$ cat src/rtl/sd_cmd_phy_control.sv
// SD command-line PHY controller: load/serialise/receive/report of one command with retry.
// Optional DAT0 busy wait after short+busy responses is enabled by defining BUSY_WAIT_EN.
module sd_cmd_phy_control #(
    parameter int SHORT_W        = 38,
    parameter int LONG_W         = 136,
    parameter int TIMEOUT_CYCLES = 64,
    parameter int MAX_RETRIES    = 2,
    parameter int GAP_CYCLES     = 8,
    parameter int BUSY_TIMEOUT   = 1024,
    localparam int RETRY_W       = (MAX_RETRIES > 0) ? $clog2(MAX_RETRIES + 1) : 1
) (
    input  logic               iClock_SD,
    input  logic               iReset_n,
    input  logic               iStrobe_in,
    input  logic [1:0]         iResp_type,
    input  logic               iTransmission_complete,
    input  logic               iReception_complete,
    input  logic               iCrc_error,
    input  logic [LONG_W-1:0]  iPad_response,
    input  logic               iAck_in,
    input  logic               iIdle_in,
    input  logic               iDat0,
    output logic               oReset_wrapper,
    output logic               oEnable_PTS_wrapper,
    output logic               oEnable_STP_wrapper,
    output logic               oPad_enable,
    output logic               oLoad_send,
    output logic               oStrobe_out,
    output logic [LONG_W-1:0]  oResponse,
    output logic               oResp_long,
    output logic               oCommand_timeout,
    output logic               oCrc_error,
    output logic [RETRY_W-1:0] oRetry_count,
    output logic               oBusy,
    output logic               oAck_out
);

    localparam logic [3:0] ST_IDLE      = 4'd0;
    localparam logic [3:0] ST_LOAD      = 4'd1;
    localparam logic [3:0] ST_SEND      = 4'd2;
    localparam logic [3:0] ST_WAIT_RESP = 4'd3;
    localparam logic [3:0] ST_RETRY_GAP = 4'd4;
    localparam logic [3:0] ST_SEND_RESP = 4'd6;
    localparam logic [3:0] ST_WAIT_ACK  = 4'd7;
    localparam logic [3:0] ST_SEND_ACK  = 4'd8;

    localparam logic [1:0] RT_NONE = 2'b00;
    localparam logic [1:0] RT_LONG = 2'b10;

    localparam int TO_W  = $clog2(TIMEOUT_CYCLES);
    localparam int GAP_W = $clog2(GAP_CYCLES + 1);

    localparam logic [LONG_W-1:0] SHORT_MASK = {{(LONG_W-SHORT_W){1'b0}}, {SHORT_W{1'b1}}};

    logic [3:0]         state_q,     state_d;
    logic [1:0]         type_q,      type_d;
    logic [TO_W-1:0]    to_cnt_q,    to_cnt_d;
    logic [GAP_W-1:0]   gap_cnt_q,   gap_cnt_d;
    logic [RETRY_W-1:0] retry_q,     retry_d;
    logic [LONG_W-1:0]  resp_q,      resp_d;
    logic               long_q,      long_d;
    logic               to_flag_q,   to_flag_d;
    logic               crc_flag_q,  crc_flag_d;

`ifdef BUSY_WAIT_EN
    localparam logic [3:0] ST_BUSY = 4'd5;
    localparam logic [1:0] RT_BUSY = 2'b11;
    localparam int         BUSY_W  = $clog2(BUSY_TIMEOUT);

    logic [BUSY_W-1:0]  busy_cnt_q,  busy_cnt_d;
`else
    // Busy detect is compiled out; DAT0 and its timeout have no effect.
    logic unused_busy_cfg;
    assign unused_busy_cfg = iDat0 ^ (BUSY_TIMEOUT > 0);
`endif

    always_comb begin
        state_d    = state_q;
        type_d     = type_q;
        to_cnt_d   = to_cnt_q;
        gap_cnt_d  = gap_cnt_q;
        retry_d    = retry_q;
        resp_d     = resp_q;
        long_d     = long_q;
        to_flag_d  = to_flag_q;
        crc_flag_d = crc_flag_q;
`ifdef BUSY_WAIT_EN
        busy_cnt_d = busy_cnt_q;
`endif
        if (iIdle_in) begin
            state_d    = ST_IDLE;
            to_cnt_d   = '0;
            gap_cnt_d  = '0;
            retry_d    = '0;
            resp_d     = '0;
            long_d     = 1'b0;
            to_flag_d  = 1'b0;
            crc_flag_d = 1'b0;
`ifdef BUSY_WAIT_EN
            busy_cnt_d = '0;
`endif
        end else begin
            case (state_q)
                ST_IDLE: begin
                    if (iStrobe_in) begin
                        type_d  = iResp_type;
                        retry_d = '0;
                        state_d = ST_LOAD;
                    end
                end
                ST_LOAD: state_d = ST_SEND;
                ST_SEND: begin
                    if (iTransmission_complete) begin
                        if (type_q == RT_NONE) begin
                            resp_d  = '0;
                            long_d  = 1'b0;
                            state_d = ST_SEND_RESP;
                        end else begin
                            to_cnt_d = '0;
                            state_d  = ST_WAIT_RESP;
                        end
                    end
                end
                ST_WAIT_RESP: begin
                    to_cnt_d = to_cnt_q + 1'b1;
                    // A good reception on the last counted cycle beats the timeout.
                    if (iReception_complete && !iCrc_error) begin
                        resp_d  = (type_q == RT_LONG) ? iPad_response : (iPad_response & SHORT_MASK);
                        long_d  = (type_q == RT_LONG);
                        state_d = ST_SEND_RESP;
`ifdef BUSY_WAIT_EN
                        if (type_q == RT_BUSY) begin
                            busy_cnt_d = '0;
                            state_d    = ST_BUSY;
                        end
`endif
                    end else if (iReception_complete || (to_cnt_q == TO_W'(TIMEOUT_CYCLES - 1))) begin
                        if (retry_q < RETRY_W'(MAX_RETRIES)) begin
                            retry_d   = retry_q + 1'b1;
                            gap_cnt_d = '0;
                            state_d   = ST_RETRY_GAP;
                        end else begin
                            crc_flag_d = iReception_complete;
                            to_flag_d  = !iReception_complete;
                            resp_d     = '0;
                            long_d     = 1'b0;
                            state_d    = ST_SEND_RESP;
                        end
                    end
                end
                ST_RETRY_GAP: begin
                    if (gap_cnt_q == GAP_W'(GAP_CYCLES - 1)) begin
                        state_d = ST_LOAD;
                    end else begin
                        gap_cnt_d = gap_cnt_q + 1'b1;
                    end
                end
`ifdef BUSY_WAIT_EN
                ST_BUSY: begin
                    // Busy timeout keeps the captured response and is never retried.
                    if (iDat0) begin
                        state_d = ST_SEND_RESP;
                    end else if (busy_cnt_q == BUSY_W'(BUSY_TIMEOUT - 1)) begin
                        to_flag_d = 1'b1;
                        state_d   = ST_SEND_RESP;
                    end else begin
                        busy_cnt_d = busy_cnt_q + 1'b1;
                    end
                end
`endif
                ST_SEND_RESP: state_d = ST_WAIT_ACK;
                ST_WAIT_ACK: begin
                    if (iAck_in) begin
                        state_d = ST_SEND_ACK;
                    end
                end
                ST_SEND_ACK: begin
                    resp_d     = '0;
                    long_d     = 1'b0;
                    to_flag_d  = 1'b0;
                    crc_flag_d = 1'b0;
                    state_d    = ST_IDLE;
                end
                default: state_d = ST_IDLE;
            endcase
        end
    end

    always_ff @(posedge iClock_SD or negedge iReset_n) begin
        if (!iReset_n) begin
            state_q    <= ST_IDLE;
            type_q     <= '0;
            to_cnt_q   <= '0;
            gap_cnt_q  <= '0;
            retry_q    <= '0;
            resp_q     <= '0;
            long_q     <= 1'b0;
            to_flag_q  <= 1'b0;
            crc_flag_q <= 1'b0;
`ifdef BUSY_WAIT_EN
            busy_cnt_q <= '0;
`endif
        end else begin
            state_q    <= state_d;
            type_q     <= type_d;
            to_cnt_q   <= to_cnt_d;
            gap_cnt_q  <= gap_cnt_d;
            retry_q    <= retry_d;
            resp_q     <= resp_d;
            long_q     <= long_d;
            to_flag_q  <= to_flag_d;
            crc_flag_q <= crc_flag_d;
`ifdef BUSY_WAIT_EN
            busy_cnt_q <= busy_cnt_d;
`endif
        end
    end

    assign oReset_wrapper      = (state_q == ST_IDLE) || (state_q == ST_RETRY_GAP);
    assign oEnable_PTS_wrapper = (state_q == ST_LOAD) || (state_q == ST_SEND);
    assign oPad_enable         = (state_q == ST_LOAD) || (state_q == ST_SEND);
    assign oLoad_send          = (state_q == ST_SEND);
    assign oEnable_STP_wrapper = (state_q == ST_WAIT_RESP);
    assign oStrobe_out         = (state_q == ST_SEND_RESP);
    assign oAck_out            = (state_q == ST_SEND_ACK);
`ifdef BUSY_WAIT_EN
    assign oBusy               = (state_q == ST_BUSY);
`else
    assign oBusy               = 1'b0;
`endif

    assign oResponse        = resp_q;
    assign oResp_long       = long_q;
    assign oCommand_timeout = to_flag_q;
    assign oCrc_error       = crc_flag_q;
    assign oRetry_count     = retry_q;

endmodule

$ cat config.mk
export PLATFORM = sky130hd
export DESIGN_NAME = sd_cmd_phy_control
export DESIGN_NICKNAME = d
export VERILOG_FILES = /design/src/rtl/sd_cmd_phy_control.sv
export SDC_FILE = /design/constraint.sdc
export NUM_CORES = 1
export LEC_CHECK = 0
export CAP_MARGIN = 0
export CORE_MARGIN = 10
export CORE_UTILIZATION = 25
export CTS_CLUSTER_DIAMETER = 120
export DETAILED_ROUTE_END_ITERATION = 10
export PLACE_DENSITY_LB_ADDON = 0.1
export RECOVER_POWER = 100
export SLEW_MARGIN = 20
export SYNTH_ARGS = -nofsm -noshare
export SYNTH_HDL_FRONTEND = slang
export SYNTH_SLANG_ARGS = --single-unit
$ cat constraint.sdc
create_clock -name iClock_SD -period 4.05 [get_ports iClock_SD]
set_input_delay 1.0125 -clock iClock_SD [delete_from_list [all_inputs] [get_ports iClock_SD]]
set_output_delay 1.0125 -clock iClock_SD [all_outputs]
set_load 0.03 [all_outputs]
==> results of run 1 <==
==> registers in the layout, summed over array words and instances (netlist names) <==
register and count:
to_cnt_q 6, oCrc_error 1, type_q 2, oResp_long 1, gap_cnt_q 4, state_q 4
oCommand_timeout 1, oResponse 136, oRetry_count 2
==> metal layers <==
| metal | wire (um) | up-vias |
|---|---|---|
| met3 | 1407 | 17 |
| met4 | 283 | 0 |
| li1 | - | 2325 |
| met2 | 12120 | 160 |
| met5 | 0 | - |
| met1 | 8871 | 2540 |
==> per-stage QoR <==
| step | setup WS (ns) | hold WS [ns] | utilization [%] |
|---|---|---|---|
| after global placement | 0.5571 | 0.4640 | 38.46 |
| after CTS | 0.7199 | 0.4936 | 41.03 |
| after global routing | 0.3476 | 0.5096 | 40.95 |
| final | 0.5542 | 0.4815 | 40.95 |
| after detailed placement | 0.4733 | 0.4695 | 38.46 |
| after floorplan | 1.258 | 0.4699 | - |
==> final timing paths <==
check                            endpoint  cells after the start
max                        oResponse[128]                      7
min reg2reg                    oResp_long                      1
max reg2reg                oResponse[128]                      6
min                            oResp_long                      1
max in group asynchronous  oResponse[105]                      2
min in group asynchronous   oResponse[74]                      1
==> layout make-up <==
type / instances / area [um2]
Fill cell: 2346 / 14320
Tap cell: 324 / 405.4
Inverter: 4 / 15.01
Multi-Input combinational cell: 256 / 1941
Antenna cell: 1 / 2.502
Clock buffer: 18 / 429.2
Sequential cell: 157 / 3929
Clock inverter: 14 / 193.9
Timing Repair Buffer: 301 / 3014
==> worst max-delay path, delay by kind of cell <==
kind,cells,cell delay (ns)
compound gates,2,0.43
buf+inv,2,1.42
simple gates,3,0.98
==> Yosys cell counts, types with 2 or more instances <==
library cell	count	area, um2
nor2_1	15	56.30
nor3_1	5	25.02
clkbuf_1	7	26.28
nand2b_1	3	18.77
mux2_2	3	33.78
a22o_1	139	1217
inv_1	4	15.01
o41ai_1	2	17.52
buf_2	14	70.07
o21ai_0	12	60.06
a21o_1	2	15.01
nor4_1	2	12.51
nor2b_1	2	12.51
or4_1	3	22.52
and3_1	3	18.77
nor4b_1	2	17.52
buf_6	3	33.78
buf_4	17	127.6
o31ai_1	2	15.01
nand2_1	14	52.55
dfrtp_1	157	3929
a21oi_1	8	40.04
nand3_1	9	45.04
ha_1	2	25.02
a211oi_1	2	15.01
mux2i_1	2	20.02
and2_1	2	12.51
and3b_1	2	17.52
a31oi_1	2	12.51
==> cell usage in the layout, fill, tap and decap left out, types with 3 or more instances in the layout <==
master,n
or4_1,3
inv_8,4
clkbuf_2,4
dfrtp_1,157
bufinv_16,3
clkdlybuf4s50_1,143
nand2b_1,3
a22o_1,139
nand2_1,13
a21oi_1,8
o21ai_0,12
buf_12,3
clkbuf_16,17
nor2_1,15
dlygate4sd3_1,149
inv_6,4
inv_1,4
and3_1,4
nand3_1,9
nor3_1,5
mux2_2,3
==> power by group through the flow <==
stage	sequential, W	combinational, W	clock, W
floorplan	0.00177	0.000482	0
global placement	0.00175	0.000879	0
detailed placement	0.00175	0.000889	0
CTS	0.00172	0.000893	0.00178
global route	0.00174	0.000916	0.00185
finish	0.00172	0.000845	0.00172
==> cell families (layout without fill, tap and decap cells) <==
kind of cell | Yosys count | after routing
AO/OA/AOI/OAI | 177 | 177
other | 1 | 2
multiplexers | 5 | 5
adder cells (fa/ha/maj) | 2 | 2
buffers and inverters | 45 | 337
XOR/XNOR | 1 | 1
flip-flops | 157 | 157
AND/OR/NAND/NOR | 70 | 70
==> out/qor.yml, run 1 <==
power.total_w: 0.004290
synth_edf_count: 0
violations: "capacitance limit, slew limit"
period_share_pct: 86.32
overflow: 0
final-setup-viol-count: 0
grt_max_degree: 78
globalRouteMet3Util_pct: 3.734
nNetsFinal: 886
path_cells: "dlygate4sd3_1 > nand2b_1 > nor4b_1 > a211oi_1 > nand2_4 > clkbuf_1 > a22o_1"
crit_arrival_ns: 3.84
hpwl_um: 16520
critPathMaxStageDelay_ns: 0.71
vias: 5042
drtPass1Iterations: 5
design_area_um2: 9930
drive_gt1_share_pct: 6.133
synth-simple-area-share_pct: 6.219
mappedNetlistArea_um2: 6136
cp-startpoint: "iIdle_in"
cts_inserted_buffers: 17
p_leak_nw: 4.851
seqPwrFrac_pct: 40.2
start_kind: "input port"
fin_crit_ns: 3.496
ant_nets: 0
netSwitchingPower_w: 0.001317
dpl.cell_count: 1042
power_density_nw_per_um2: 432.0
max_freq_mhz: 286.1
vias_per_cell: 4.690
placed_area_um2: 9326
synth.yosys.seq_area_share_pct: 64.03
finalNonFillerCells: 1075
cts_hold_buf: 0
hold_viol_final: 0
combPwrFrac_pct: 19.7
grt.busiest_layer: "met2"
r2r_slack_ns: 0.96
fp-row-count: 57
ys_ff_latch: 157
synth_top_family_by_area: "compound AO/OA/AOI/OAI gates"
routed_wl_um: 22690
slew_violations: 70
clock_latency_ns: 0.42
grt_pass1_wl_um: 33930
setup_tns_ns: 0
synthXorXnorAreaFrac_pct: 0.1427
tritoncts: "built"
critPathMaxFanout: 21
cts_root_buf: "clkbuf_16"
cts_setup_buffers: 0
hp-class: "reg2reg"
grt_pass1_vias: 5392
clock_path_buffers: 2
syn-num-nets: 607
endpoint_kind: "flip-flop"
syn_inst: 458
crit_type: "in2reg"
r2r_start: "state_q[0]"
die_height_um: 176.7
synth_mux_area_share_pct: 0.8768
area_growth_pct: 61.83
p_int_w: 0.002973
use_met2_pct: 25.44
clock_skew_ns: 0.01395
clkPwrFrac_pct: 40.2
hp-start: "oResp_long"
drt-initial-drc-count: 342
status: "finished, violations left"
critical-path-slowest-cell: "dlygate4sd3_1"
swShare_pct: 30.71
cap_viol_max_count: 1
worstPathRequired_ns: 4.40
clkSinkCount: 157
track_usage_pct: 14.04
tightest_slew_ns: 1.870
dieArea_um2: 31210
async_flop_share_pct: 100.0
synthAdderAreaFrac_pct: 0.4078
grt_use_met1_pct: 15.75
h-tree-depth: 4
avgSynthCellArea_um2: 13.40
routedWlPerCell_um: 21.10
routabilityCongestion: 0.7459
synth_ff_type: "dfrtp_1"
portBuffers: 293
fp.dieW_um: 176.7
drc: 0
core-area_um2: 24250
num_io_pins: 296
post_cts_resized: 0
yosys_warnings: 0
antenna_found_initial: 1
ys_types: 47
slew_headroom_pct: -24.69
synth_compound_area_share_pct: 23.82
start_util_pct: 25.30
rsz0062_at_grt: "false"
vdd_drop_max_mv: 0.2525
clk_pin_slew_ns: 0.07
(Power assumes the default switching activity.)
==> run 2, diff against run 1 <==
--- a/config.mk
+++ b/config.mk
@@ -7,11 +7,12 @@
 export LEC_CHECK = 0
 export CAP_MARGIN = 0
 export CORE_MARGIN = 10
-export CORE_UTILIZATION = 25
+export CORE_UTILIZATION = 30
 export CTS_CLUSTER_DIAMETER = 120
 export DETAILED_ROUTE_END_ITERATION = 10
 export PLACE_DENSITY_LB_ADDON = 0.1
 export RECOVER_POWER = 100
+export SETUP_SLACK_MARGIN = 0.3
 export SLEW_MARGIN = 20
 export SYNTH_ARGS = -nofsm -noshare
 export SYNTH_HDL_FRONTEND = slang
==> run 2 against run 1 <==
Compared with the run above:
- cell count decreased by 5.3%
- final area decreased by 0.93%
- worst setup slack got worse by 0.0074 ns
- critical endpoint is now oResponse[51]
- the flow still finishes with violations (capacitance limit, slew limit)
- via count decreased by 0.69%
- global-route usage increased by 1.5 points
- combinational power decreased by 0.5%
- wire length decreased by 5.8%
- sequential power about the same
- critical path depth unchanged
==> out/qor.yml, run 2 (synthesized netlist as in run 1, its figures left out) <==
largest_reg_flops: 136  # unchanged
swShare_pct: 29.81  # -0.90 points
seqPwrFrac_pct: 40.6  # +0.4 points
violations: "capacitance limit, slew limit"
dpl.cell_count: 987  # -5.3%
clk_pin_slew_ns: 0.06  # about the same
vias: 5007  # -0.69%
grt_pass1_wl_um: 31990  # -5.7%
cpMostUsedCell: "and3_1"
tightest_slew_ns: 1.953  # +0.08237 ns
power_density_nw_per_um2: 431.4  # -0.14%
clkPwrFrac_pct: 39.6  # -0.6 points
fp-row-count: 52  # -8.8%
period_share_pct: 86.50  # +0.18 points
crit_arrival_ns: 3.85  # about the same
h-tree-depth: 4  # unchanged
critPathMaxStageDelay_ns: 0.84  # +0.13 ns
drt-initial-drc-count: 258  # -25%
drive_gt1_share_pct: 6.150  # +0.016 points
slew_headroom_pct: -30.19  # -5.5 points
core-area_um2: 20170  # -17%
finalNonFillerCells: 1018  # -5.3%
post_cts_resized: 0  # unchanged
start_util_pct: 30.42  # +5.1 points
rsz0062_at_grt: "false"
met2WireLength_um: 11450  # -5.6%
fin_ws_ns: 0.5468  # -0.007398 ns
dp_slack_ns: 0.5871  # +0.1138 ns
routabilityCongestion: 0.7792  # +4.5%
hpwl_um: 15590  # -5.6%
fillers: 1846  # -21%
top_layer_used: "met4"
cap_viol_max_count: 1  # unchanged
antenna_found_initial: 0  # -1
area_growth_pct: 60.32
layout_commonest_cell: "dfrtp_1"
whs_ns: 0.4815  # -0.000003000 ns
p_leak_nw: 4.850  # about the same
num_io_pins: 296  # unchanged
final_util_pct: 48.77  # +7.8 points
p_int_w: 0.002979  # +0.21%
cts_hold_buf: 0  # unchanged
clkSinkCount: 157  # unchanged
drc: 0  # unchanged
slew_violations: 75  # +7.1%
clock_skew_ns: 0.01017  # -0.003782 ns
ant_nets: 0  # unchanged
portBuffers: 293  # unchanged
die_height_um: 163.0  # -7.7%
netSwitchingPower_w: 0.001265  # -4.0%
crit_family: "buffers and inverters"
endpoint_kind: "flip-flop"
combPwrFrac_pct: 19.8  # about the same
rr_worst_depth: 6  # unchanged
grt_max_degree: 76  # -2.6%
fin_crit_ns: 3.503  # +0.007398 ns
vdd_drop_max_mv: 0.2824  # +12%
routedWlPerCell_um: 21.00  # -0.48%
track_usage_pct: 15.55  # +1.5 points
dieArea_um2: 26570  # -15%
crit_type: "in2reg"
vias_per_cell: 4.918  # +4.9%
drtPass1Iterations: 6  # +1
status: "finished, violations left"
wl_met3_um: 1240  # -12%
mostFrequentLayoutCells: "dfrtp_1 (157), dlygate4sd3_1 (149), clkdlybuf4s50_1 (143)"
cts_inserted_buffers: 17  # unchanged
wl_met1_um: 8542  # -3.7%
cp.buffers_inverters: 2  # unchanged
register_area_um2: 3929  # unchanged
hp-class: "reg2reg"
tritoncts: "built"
cts_root_buf: "clkbuf_16"
nNetsFinal: 885  # -0.11%
critPathMaxFanout: 55  # +160%
final-setup-viol-count: 0  # unchanged
overflow: 0  # unchanged
routed_wl_um: 21380  # -5.8%
antenna_cells: 0  # -1
grt_pass1_vias: 5228  # -3.0%
max_freq_mhz: 285.5  # -0.21%
hold_viol_final: 0  # unchanged
critical-path-slowest-cell: "clkbuf_2"
setup_tns_ns: 0  # unchanged
clock_latency_ns: 0.42  # about the same
fp.dieW_um: 163.0  # -7.7%
worstPathRequired_ns: 4.40  # about the same
cts_setup_buffers: 0  # unchanged
path_cells: "dlygate4sd3_1 > nor2b_1 > and3_1 > and3_1 > and3b_4 > clkbuf_2 > a22o_1"
clock_path_buffers: 2  # unchanged
hold_depth: 1  # unchanged
worst-path-stages: 7  # unchanged
multi_input_area_um2: 1941  # unchanged
start_kind: "input port"
[run 2: cell type report]
cell class / instances / area share [%]
tap: 270 / 3.434
inverter: 4 / 0.1526
clock inverter: 13 / 1.806
clock buffer: 18 / 4.465
sequential: 157 / 39.94
multi-input combinational: 256 / 19.73
timing repair buffer: 300 / 30.48
[run 2: worst reg2reg max path, stage by stage (launching register included)]
cell and delay, ns:
dfrtp_1 0.70, nand4bb_1 0.26, a2111oi_0 0.64, a211oi_1 0.16, nand2_4 0.15, clkbuf_4 0.62
a22o_1 0.32
[run 2: stage by stage]
stage / area (um2) / power (W)
finish: 9837 / 0.004244
detailed placement: 9251 / 0.002637
global placement: 9251 / 0.002626
global route: 9837 / 0.004460
CTS: 9868 / 0.004357
floorplan: 6136 / 0.002255
[run 2: power groups by stage]
| stage | Sequential, W | Combinational [W] | Clock [W] |
|---|---|---|---|
| 3_5_place_dp | 0.00175 | 0.000887 | 0 |
| 3_3_place_gp | 0.00175 | 0.000876 | 0 |
| 2_1_floorplan | 0.00177 | 0.000482 | 0 |
| 6_report | 0.00172 | 0.000841 | 0.00168 |
| 5_1_grt | 0.00174 | 0.000912 | 0.00181 |
| 4_1_cts | 0.00172 | 0.000892 | 0.00174 |
[run 2: per-layer routing]
metal | vias to the layer above | track usage [%]
met5 | - | 0
met4 | 0 | 3.197
met3 | 9 | 4.883
met2 | 154 | 27.35
met1 | 2526 | 18.23
li1 | 2318 | -
[run 2: worst paths after layout]
kind                            slack (ns)              to  startpoint
worst max-delay path                  0.55   oResponse[51]    iIdle_in
worst min-delay path                  0.48      oResp_long  oResp_long
worst max register to register        1.14  oResponse[120]  state_q[0]
worst min register to register        0.48      oResp_long  oResp_long
max in group asynchronous             1.37   oResponse[75]    iReset_n
min in group asynchronous             1.14   oResponse[24]    iReset_n
